--- src/rtl/ibex_rf_mp_pkg.sv ---
// Shared types and constants for the multi-port flip-flop register file.
package ibex_rf_mp_pkg;

  localparam int NUM_READ_MAX = 4;
  localparam int PORT_AW      = 5;
  localparam int DATA_W_MAX   = 64;

  typedef struct packed {
    logic                  en;
    logic [PORT_AW-1:0]    addr;
    logic [DATA_W_MAX-1:0] data;
  } wport_t;

  function automatic int addr_width(input bit rv32e);
    return rv32e ? 4 : 5;
  endfunction

endpackage

--- src/rtl/ibex_rf_scoreboard.sv ---
// Per-register busy bits for outstanding loads; feeds RAW-hazard flags to the read ports.
module ibex_rf_scoreboard
  import ibex_rf_mp_pkg::*;
#(
  parameter bit RV32E       = 1'b0,
  parameter int NumRead     = 2,
  parameter bit WriteBypass = 1'b0
) (
  input  logic                       clk_i,
  input  logic                       rst_ni,
  input  logic                       issue_valid,
  input  logic [PORT_AW-1:0]         issue_addr,
  input  logic                       load_we,
  input  logic [PORT_AW-1:0]         load_addr,
  input  logic [NumRead*PORT_AW-1:0] raddr,
  output logic [NumRead-1:0]         rbusy
);

  localparam int ADDR_WIDTH = addr_width(RV32E);
  localparam int NUM_WORDS  = 2 ** ADDR_WIDTH;

  logic [NUM_WORDS-1:1] busy_q;
  logic [NUM_WORDS-1:0] busy_all;

  // A new issue supersedes a same-cycle load return to the same register.
  always_ff @(posedge clk_i or negedge rst_ni) begin
    if (!rst_ni) begin
      busy_q <= '0;
    end else begin
      for (int i = 1; i < NUM_WORDS; i++) begin
        if (issue_valid && (issue_addr == PORT_AW'(i))) begin
          busy_q[i] <= 1'b1;
        end else if (load_we && (load_addr == PORT_AW'(i))) begin
          busy_q[i] <= 1'b0;
        end
      end
    end
  end

  assign busy_all = {busy_q, 1'b0};

  for (genvar k = 0; k < NumRead; k++) begin : g_rbusy
    logic [PORT_AW-1:0] ra;
    logic               ra_ok;
    logic               ret_now;
    assign ra      = raddr[PORT_AW*k +: PORT_AW];
    assign ra_ok   = ~(RV32E & ra[PORT_AW-1]);
    assign ret_now = WriteBypass & load_we & (load_addr == ra);
    assign rbusy[k] = ra_ok & busy_all[ra[ADDR_WIDTH-1:0]] & ~ret_now;
  end

endmodule

--- src/rtl/ibex_register_file_ff_mp.sv ---
// Flip-flop register file with N read ports, ALU (A) and load (B) write ports,
// optional write bypass, optional R0 dummy flop and a load busy scoreboard.
module ibex_register_file_ff_mp
  import ibex_rf_mp_pkg::*;
#(
  parameter bit                   RV32E             = 1'b0,
  parameter int                   DataWidth         = 32,
  parameter int                   NumRead           = 2,
  parameter bit                   WriteBypass       = 1'b0,
  parameter bit                   DummyInstructions = 1'b0,
  parameter logic [DataWidth-1:0] WordZeroVal       = '0
) (
  input  logic                         clk_i,
  input  logic                         rst_ni,
  input  logic                         dummy_instr_id_i,
  input  logic                         dummy_instr_wb_i,
  input  logic [NumRead*PORT_AW-1:0]   raddr_i,
  output logic [NumRead*DataWidth-1:0] rdata_o,
  output logic [NumRead-1:0]           rbusy_o,
  input  logic [PORT_AW-1:0]           waddr_a_i,
  input  logic [DataWidth-1:0]         wdata_a_i,
  input  logic                         we_a_i,
  input  logic [PORT_AW-1:0]           waddr_b_i,
  input  logic [DataWidth-1:0]         wdata_b_i,
  input  logic                         we_b_i,
  input  logic                         issue_valid_i,
  input  logic [PORT_AW-1:0]           issue_addr_i,
  output logic                         err_o
);

  localparam int ADDR_WIDTH = addr_width(RV32E);
  localparam int NUM_WORDS  = 2 ** ADDR_WIDTH;

  wport_t wr_a;
  wport_t wr_b;

  always_comb begin
    wr_a      = '0;
    wr_a.en   = we_a_i;
    wr_a.addr = waddr_a_i;
    wr_a.data = DATA_W_MAX'(wdata_a_i);
    wr_b      = '0;
    wr_b.en   = we_b_i;
    wr_b.addr = waddr_b_i;
    wr_b.data = DATA_W_MAX'(wdata_b_i);
  end

  logic unused_wdata_hi;
  assign unused_wdata_hi = ^{wr_a.data, wr_b.data};

  logic [DataWidth-1:0] rf_q [NUM_WORDS];
  logic [DataWidth-1:0] dummy_q;
  logic                 dummy_we;
  logic                 wa_ok;
  logic                 collide;
  logic                 err_q;

  // Entry 0 is never written; x0 reads are served by the R0 mux below.
  always_ff @(posedge clk_i or negedge rst_ni) begin
    if (!rst_ni) begin
      for (int i = 0; i < NUM_WORDS; i++) begin
        rf_q[i] <= WordZeroVal;
      end
    end else begin
      for (int i = 1; i < NUM_WORDS; i++) begin
        if (wr_b.en && (wr_b.addr == PORT_AW'(i))) begin
          rf_q[i] <= wr_b.data[DataWidth-1:0];
        end else if (wr_a.en && (wr_a.addr == PORT_AW'(i))) begin
          rf_q[i] <= wr_a.data[DataWidth-1:0];
        end
      end
    end
  end

  assign dummy_we = DummyInstructions & wr_a.en & dummy_instr_wb_i & (wr_a.addr == '0);

  always_ff @(posedge clk_i or negedge rst_ni) begin
    if (!rst_ni) begin
      dummy_q <= WordZeroVal;
    end else if (dummy_we) begin
      dummy_q <= wr_a.data[DataWidth-1:0];
    end
  end

  // Out-of-range RV32E addresses are not registers, so they cannot collide.
  assign wa_ok   = ~(RV32E & wr_a.addr[PORT_AW-1]);
  assign collide = wr_a.en & wr_b.en & (wr_a.addr == wr_b.addr) & (wr_a.addr != '0) & wa_ok;

  always_ff @(posedge clk_i or negedge rst_ni) begin
    if (!rst_ni) begin
      err_q <= 1'b0;
    end else if (collide) begin
      err_q <= 1'b1;
    end
  end

  assign err_o = err_q;

  for (genvar k = 0; k < NumRead; k++) begin : g_read
    logic [PORT_AW-1:0]   ra;
    logic                 ra_ok;
    logic                 byp_a;
    logic                 byp_b;
    logic [DataWidth-1:0] stored;

    assign ra    = raddr_i[PORT_AW*k +: PORT_AW];
    assign ra_ok = ~(RV32E & ra[PORT_AW-1]);
    assign byp_b = WriteBypass & wr_b.en & (wr_b.addr == ra) & (ra != '0) & ra_ok;
    assign byp_a = WriteBypass & wr_a.en & (wr_a.addr == ra) & (ra != '0) & ra_ok;

    always_comb begin
      stored = WordZeroVal;
      if (!ra_ok) begin
        stored = WordZeroVal;
      end else if (ra == '0) begin
        stored = (DummyInstructions && dummy_instr_id_i) ? dummy_q : WordZeroVal;
      end else begin
        stored = rf_q[ra[ADDR_WIDTH-1:0]];
      end
    end

    assign rdata_o[DataWidth*k +: DataWidth] =
      byp_b ? wr_b.data[DataWidth-1:0] :
      byp_a ? wr_a.data[DataWidth-1:0] : stored;
  end

  ibex_rf_scoreboard #(
    .RV32E       (RV32E),
    .NumRead     (NumRead),
    .WriteBypass (WriteBypass)
  ) u_scoreboard (
    .clk_i       (clk_i),
    .rst_ni      (rst_ni),
    .issue_valid (issue_valid_i),
    .issue_addr  (issue_addr_i),
    .load_we     (wr_b.en),
    .load_addr   (wr_b.addr),
    .raddr       (raddr_i),
    .rbusy       (rbusy_o)
  );

endmodule

--- config.mk ---
export PLATFORM = sky130hd
export DESIGN_NAME = ibex_register_file_ff_mp
export DESIGN_NICKNAME = d
export VERILOG_FILES = /design/src/rtl/ibex_rf_mp_pkg.sv /design/src/rtl/ibex_rf_scoreboard.sv /design/src/rtl/ibex_register_file_ff_mp.sv
export SDC_FILE = /design/constraint.sdc
export NUM_CORES = 2
export LEC_CHECK = 0
export CAP_MARGIN = 10
export CORE_AREA = 2 2 361 363
export DETAILED_ROUTE_END_ITERATION = 8
export DIE_AREA = 0 0 363 365
export PLACE_DENSITY = 0.68
export SYNTH_ARGS = -nofsm -noshare
export SYNTH_HDL_FRONTEND = slang
export SYNTH_SLANG_ARGS = --single-unit
export TNS_END_PERCENT = 50
--- constraint.sdc ---
create_clock -name clk_i -period 2.5 [get_ports clk_i]
set_input_delay 0.5 -clock clk_i [delete_from_list [all_inputs] [get_ports clk_i]]
set_output_delay 0.5 -clock clk_i [all_outputs]
set_load 0.03 [all_outputs]
After elaboration in Yosys (flattened, before gate mapping)

Cells that the tools add are included.

Memory bits (read-only): 0
Memory bits (writable): 0
Bits in latches: 0
Word-level logic and storage cells: 460
Memories: 0
Output and inout bits: 67
Input bits: 96
Register bits: 1024

Bitwise operators: 5
Shift-type cells: 0
Div/mod/pow operators: 0
$mul: 0
$add $sub $neg: 0
Reduce and logical (&&, ||, !) cells: 158
Eq/ne operators: 94
Order comparisons: 4
Muxes and demuxes: 136

Operators by type and width:

| operator             | number |
|---|---|
| $mux W32             | 68 |
| $bmux W32 S5         | 2 |
| $eq A5 B5 Y1 const B | 48 |
| $reduce_bool A2 Y1   | 62 |
| $eq A5 B4 Y1 const B | 24 |
| $logic_and A1 B1 Y1  | 93 |
| $mux W1              | 64 |
| $eq A5 B3 Y1 const B | 12 |
| $eq A5 B2 Y1 const B | 6 |
| $eq A5 B1 Y1 const B | 3 |
| $ge A6 B6 Y1 const B | 2 |
| $lt A5 B6 Y1 const B | 2 |
| $not A5 Y6           | 2 |
| $bmux W1 S5          | 2 |
| $logic_not A5 Y1     | 2 |
| $eq A5 B5 Y1         | 1 |
| $reduce_bool A5 Y1   | 1 |
| $and A1 B1 Y1        | 3 |

Logic depth before layout (Yosys ltp)

Depth after elaboration: 5
Mapped depth: 9
Gate-level depth less buffers: 5

Modules after synthesis

From an unflattened synthesis, not the netlist that was laid out.

Cells, all modules: 6613
Area, all modules: 64192.8 µm²

By module, submodules not included:

| module                   | area each (µm²) | cells each | seq. area each (µm²) | times used |
|---|---|---|---|---|
| ibex_register_file_ff_mp | 62302.3         | 6413       | 24848.8              | 1 |
| ibex_rf_scoreboard       | 1890.6          | 200        | 775.7                | 1 |

Least setup slack after synthesis

No wires, ideal clock.

Path kind: input to output
From: input port raddr_i[0]
To: output port rdata_o[29]
Data arrival time: 2.440 ns
Cell stages on the path: 9
Buffers on the path: 5
Required time: 2.000 ns
Slack: -0.440 ns
Cell sequence: clkbuf_2 -> buf_6 -> buf_2 -> buf_4 -> buf_2 -> a221oi_1 -> nor3_1 -> a211oi_1 -> a221oi_1

Word-level cells in the longest chain between the ends: 5
Elaborated cells between the ends (all ways): 6
Those cells by class: mux (4); bitwise (1); reduce/logical (1)

RTL lines:

| what                                        | RTL line                        | RTL |
|---|---|---|
| start, declared                             | ibex_register_file_ff_mp.sv:17  | `input logic [NumRead*PORT_AW-1:0] raddr_i,` |
| $not A5 Y6 (not written as such)            | ibex_register_file_ff_mp.sv:118 | `stored = rf_q[ra[ADDR_WIDTH-1:0]];` |
| $bmux W32 S5                                | ibex_register_file_ff_mp.sv:118 |  |
| $mux W32 (not written as such) (2 in a row) | ibex_register_file_ff_mp.sv:118 |  |
| $mux W32 (*)                                | ibex_register_file_ff_mp.sv:115 | `end else if (ra == '0) begin` |
| end, declared                               | ibex_register_file_ff_mp.sv:18  | `output logic [NumRead*DataWidth-1:0] rdata_o,` |

Every way passes the cells marked *; elsewhere a longest branch is shown, timed or not. The select of a mux whose other input is x is not followed.

Final worst setup path

From: register rf_q[580] in the netlist's numbering
To: output port rdata_o[36]

Word-level cells in the longest chain between the ends: 4

RTL lines:

| what                                        | RTL line                        | RTL |
|---|---|---|
| start, declared                             | ibex_register_file_ff_mp.sv:51  | `logic [DataWidth-1:0] rf_q [NUM_WORDS];` |
| start signal, assigned by index             | ibex_register_file_ff_mp.sv:62  | `rf_q[i] <= WordZeroVal;` |
| start signal, assigned by index             | ibex_register_file_ff_mp.sv:67  | `rf_q[i] <= wr_b.data[DataWidth-1:0];` |
| start signal, assigned by index             | ibex_register_file_ff_mp.sv:69  | `rf_q[i] <= wr_a.data[DataWidth-1:0];` |
| $bmux W32 S5                                | ibex_register_file_ff_mp.sv:118 |  |
| $mux W32 (not written as such) (2 in a row) | ibex_register_file_ff_mp.sv:118 |  |
| $mux W32                                    | ibex_register_file_ff_mp.sv:115 |  |

Every way passes these cells. The select of a mux whose other input is x is not followed.

==> metrics.txt <==
status finished, violations left; violated checks setup timing; Seq pwr share 0.412; Multi-input gate area 37380 um^2; Peak Freq 320.2 MHz; Total Routed Length 257800 um; final net count 6417; P_int 41010 uW; fin worst setup slack -0.6233 ns; Hold Crit Class in2async; Root Buffer clkbuf_16; Leak 0.03521 uW; Placed Area 73670 um^2; via/cell ratio 6.854; measured slew at the worst slew-check pin 0.6991 ns; Logic pwr share 0.291; R2R Setup Slk 1.49 ns; slowest CP cell mux4_2; start of the worst register-to-register path rf_q[537]$_DFFE_PN0P_; Netlist cell types 48; Die Y 365 um; Tmin final 3.123 ns; Fin Clk Skew 0 ns; Post-synth EDFFs 0; CP cell instances mux4_2 -> mux2_4 -> a211oi_4 -> buf_4 -> a41oi_4 -> buf_12; Setup crit start kind flop; Final Core Density 0.6170; sw frac 0.3187; CTS buffer count 112; register area share after synthesis 0.4003; Final GP Congestion 0.9663; fin area 79380 um^2; effective utilization at floorplan 0.4975; clock-pin slew on the worst setup and hold paths 0.06 ns; Syn Nets 6149; Max-Cap Viols 0; crit-path max cell delay 0.49 ns; Core Area 128700 um^2; Yosys top cell by area dfrtp_1; H-tree level count 3; post-detailed-route wirelength per cell 31.87 um; syn avg cell area 10.58 um^2; Sw Pwr 19180 uW; WP buf/inv 2; die footprint 132500 um^2; post-synthesis cell count 6053; asr flop ratio synth 1.000; GRT overflow 0; number of synthesized register bits 1024; register area 25620 um^2; layout cells sized above 1 0.2836; antenna violations before repair 8; filler instances 9903; setup TNS -33.23 ns; Yosys top cell area share 0.4003; Peak VDD IR 646.8 uV; WP data arrival 2.62 ns; Final Cycle Share 1.249; CTS Buffer Depth 3; worst endpoint required time 2.00 ns; pwr dens 758.3 nW/um^2; Critical R2R Capture rf_q[537]$_DFFE_PN0P_; Sink Count 1024; initial DRC count 7669; via count 55430; dpl hpwl 167300 um; Synth area leaders dfrtp_1, mux2i_1, mux4_2, a21oi_1, o21ai_0; Max-slew headroom 0.5329; area grow syn2layout 24.01%; critical path endpoint category primary output; first-pass GRT wire length 376200 um; GRT Overall Usage 0.3866; number of global-route vias before repair 54900; Final Setup Violations 66; clock network fraction of design power 0.296; ANT cells 0; Synth Warn # 32; RSZ-0062 raised after global routing yes; pin count of the biggest net entering global routing 91; critical path peak fanout 3; Primary FF master, synth dfrtp_1; ANT nets after route 0; Slew Viols, Final 0; Ports 163; Hold Violations, Final 0; CTS tree built; Syn Std Cell Area 64010 um^2; # DRC 0; R2R depth 4; Core Rows 132; worst skew pair latency 0.72 ns; WS Path Type reg2out; Detailed Routing Iterations Pass 1 7; family with the most delay on the worst path multiplexers; die width 363 um; port bufs 160
stage by stage:
| stage | std cells | worst slack, ns | power [uW] | hold WS (ns) |
|---|---|---|---|---|
| final | 8088 | -0.6233 | 60190 | 0.2914 |
| after global routing | 8088 | -0.6282 | 62460 | 0.3238 |
| after CTS | 8062 | -0.6214 | 59330 | 0.2698 |
| after global placement | 7848 | -0.8119 | 39960 | 0.4606 |
| after floorplan | 6053 | -0.2161 | 34840 | 0.2044 |
| after detailed placement | 7848 | -0.7996 | 40810 | 0.4602 |
cell usage after synthesis, drive strengths merged (33+ instances only):
| cell type | number |
|---|---|
| mux2 | 151 |
| dfrtp | 1024 |
| nor2b | 47 |
| mux4 | 459 |
| nor3 | 65 |
| mux2i | 1082 |
| a221oi | 103 |
| clkbuf | 482 |
| a211oi | 57 |
| nand2 | 585 |
| buf | 241 |
| nand3 | 33 |
| a21oi | 521 |
| o21ai | 502 |
| nor2 | 575 |
area by class of cell:
| type | count | share of cell area |
|---|---|---|
| Inverter | 21 | 0.001024 |
| Timing Repair Buffer | 877 | 0.1294 |
| Sequential cell | 1024 | 0.3228 |
| Multi-Input combinational cell | 4285 | 0.4709 |
| Tap cell | 1675 | 0.02640 |
| Clock inverter | 31 | 0.005595 |
| Clock buffer | 175 | 0.04390 |
metal layers:
layer / vias to the layer above / global-route usage / part of all wire
li1: 22600 / - / -
met3: 1188 / 0.1096 / 0.12
met5: - / 0 / 0.00036
met1: 27460 / 0.4912 / 0.36
met4: 14 / 0.2751 / 0.085
met2: 4170 / 0.5705 / 0.43
state kept, by name, indices dropped and copies added, names as in the netlist:
register             cells
err_o                    1
u_scoreboard.busy_q     31
rf_q                   992
worst reg2reg max path, stage by stage (launching register included):
cell and delay (ns):
dfrtp_1 0.42, buf_4 0.15, buf_4 0.12, mux2i_1 0.11
a21oi_1 0.08
cells by family after synthesis:
| group | after synthesis | share of synthesized area |
|---|---|---|
| DFF | 1024 | 0.4003 |
| buffers and inverters | 744 | 0.04910 |
| and+or+nand+nor | 1350 | 0.08491 |
| muxes | 1692 | 0.3572 |
| xor gates and xnor gates | 4 | 0.0005472 |
| AOI/OAI and AO/OA | 1239 | 0.1079 |
repair_timing:
item                                    CTS  global route
endpoints found under the setup margin   66            66
gates resized for setup                 210            55
cloned                                    1             1
buffers inserted                         22            25
pin swaps                                63             7
endpoints found under the hold margin    23             0
hold buffers                              1             0
cell usage in the layout (no fill, tap or decap), drive strengths merged, types with 3 or more instances in the layout:
| cell type | netlist | final |
|---|---|---|
| mux2i | 1082 | 1082 |
| dfrtp | 1024 | 1024 |
| buf | 241 | 790 |
| nand2 | 585 | 585 |
| nor2 | 575 | 575 |
| a21oi | 521 | 521 |
| o21ai | 502 | 502 |
| mux4 | 459 | 459 |
| clkbuf | 482 | 177 |
| mux2 | 151 | 151 |
| a221oi | 103 | 103 |
| clkdlybuf4s50 | 0 | 83 |
| nor3 | 65 | 65 |
| a211oi | 57 | 57 |
| nor2b | 47 | 47 |
| nand3 | 33 | 33 |
| a41oi | 24 | 24 |
| inv | 20 | 21 |
| clkinv | 1 | 21 |
| nand2b | 18 | 18 |
| bufinv | 0 | 9 |
| o22ai | 7 | 7 |
| a31oi | 6 | 6 |
| nand4 | 5 | 5 |
| nor3b | 4 | 4 |
| xnor2 | 4 | 4 |
| o32ai | 4 | 4 |
| and2 | 4 | 4 |
| o211ai | 3 | 3 |
| nor4 | 3 | 3 |
| or3 | 3 | 3 |
| a32o | 3 | 3 |
| and3 | 3 | 3 |
| or2 | 3 | 3 |
power groups by stage:
stage	sequential, uW	combinational [uW]	clock [uW]
4_1_cts	24500	17000	17900
3_5_place_dp	24700	16100	0
2_1_floorplan	23400	11500	0
6_report	24800	17500	17800
3_3_place_gp	24400	15600	0
5_1_grt	25200	18700	18600
worst max-delay path by stage:
stage	depth (start not counted)	from	end
floorplan	8	raddr_i[0]	rbusy_o[0]
global placement	10	raddr_i[5]	rdata_o[36]
detailed placement	10	raddr_i[5]	rdata_o[36]
CTS	6	rf_q[580]$_DFFE_PN0P_	rdata_o[36]
global route	7	rf_q[668]$_DFFE_PN0P_	rdata_o[28]
finish	6	rf_q[580]$_DFFE_PN0P_	rdata_o[36]
No activity file was read; power rests on OpenSTA's default activity.
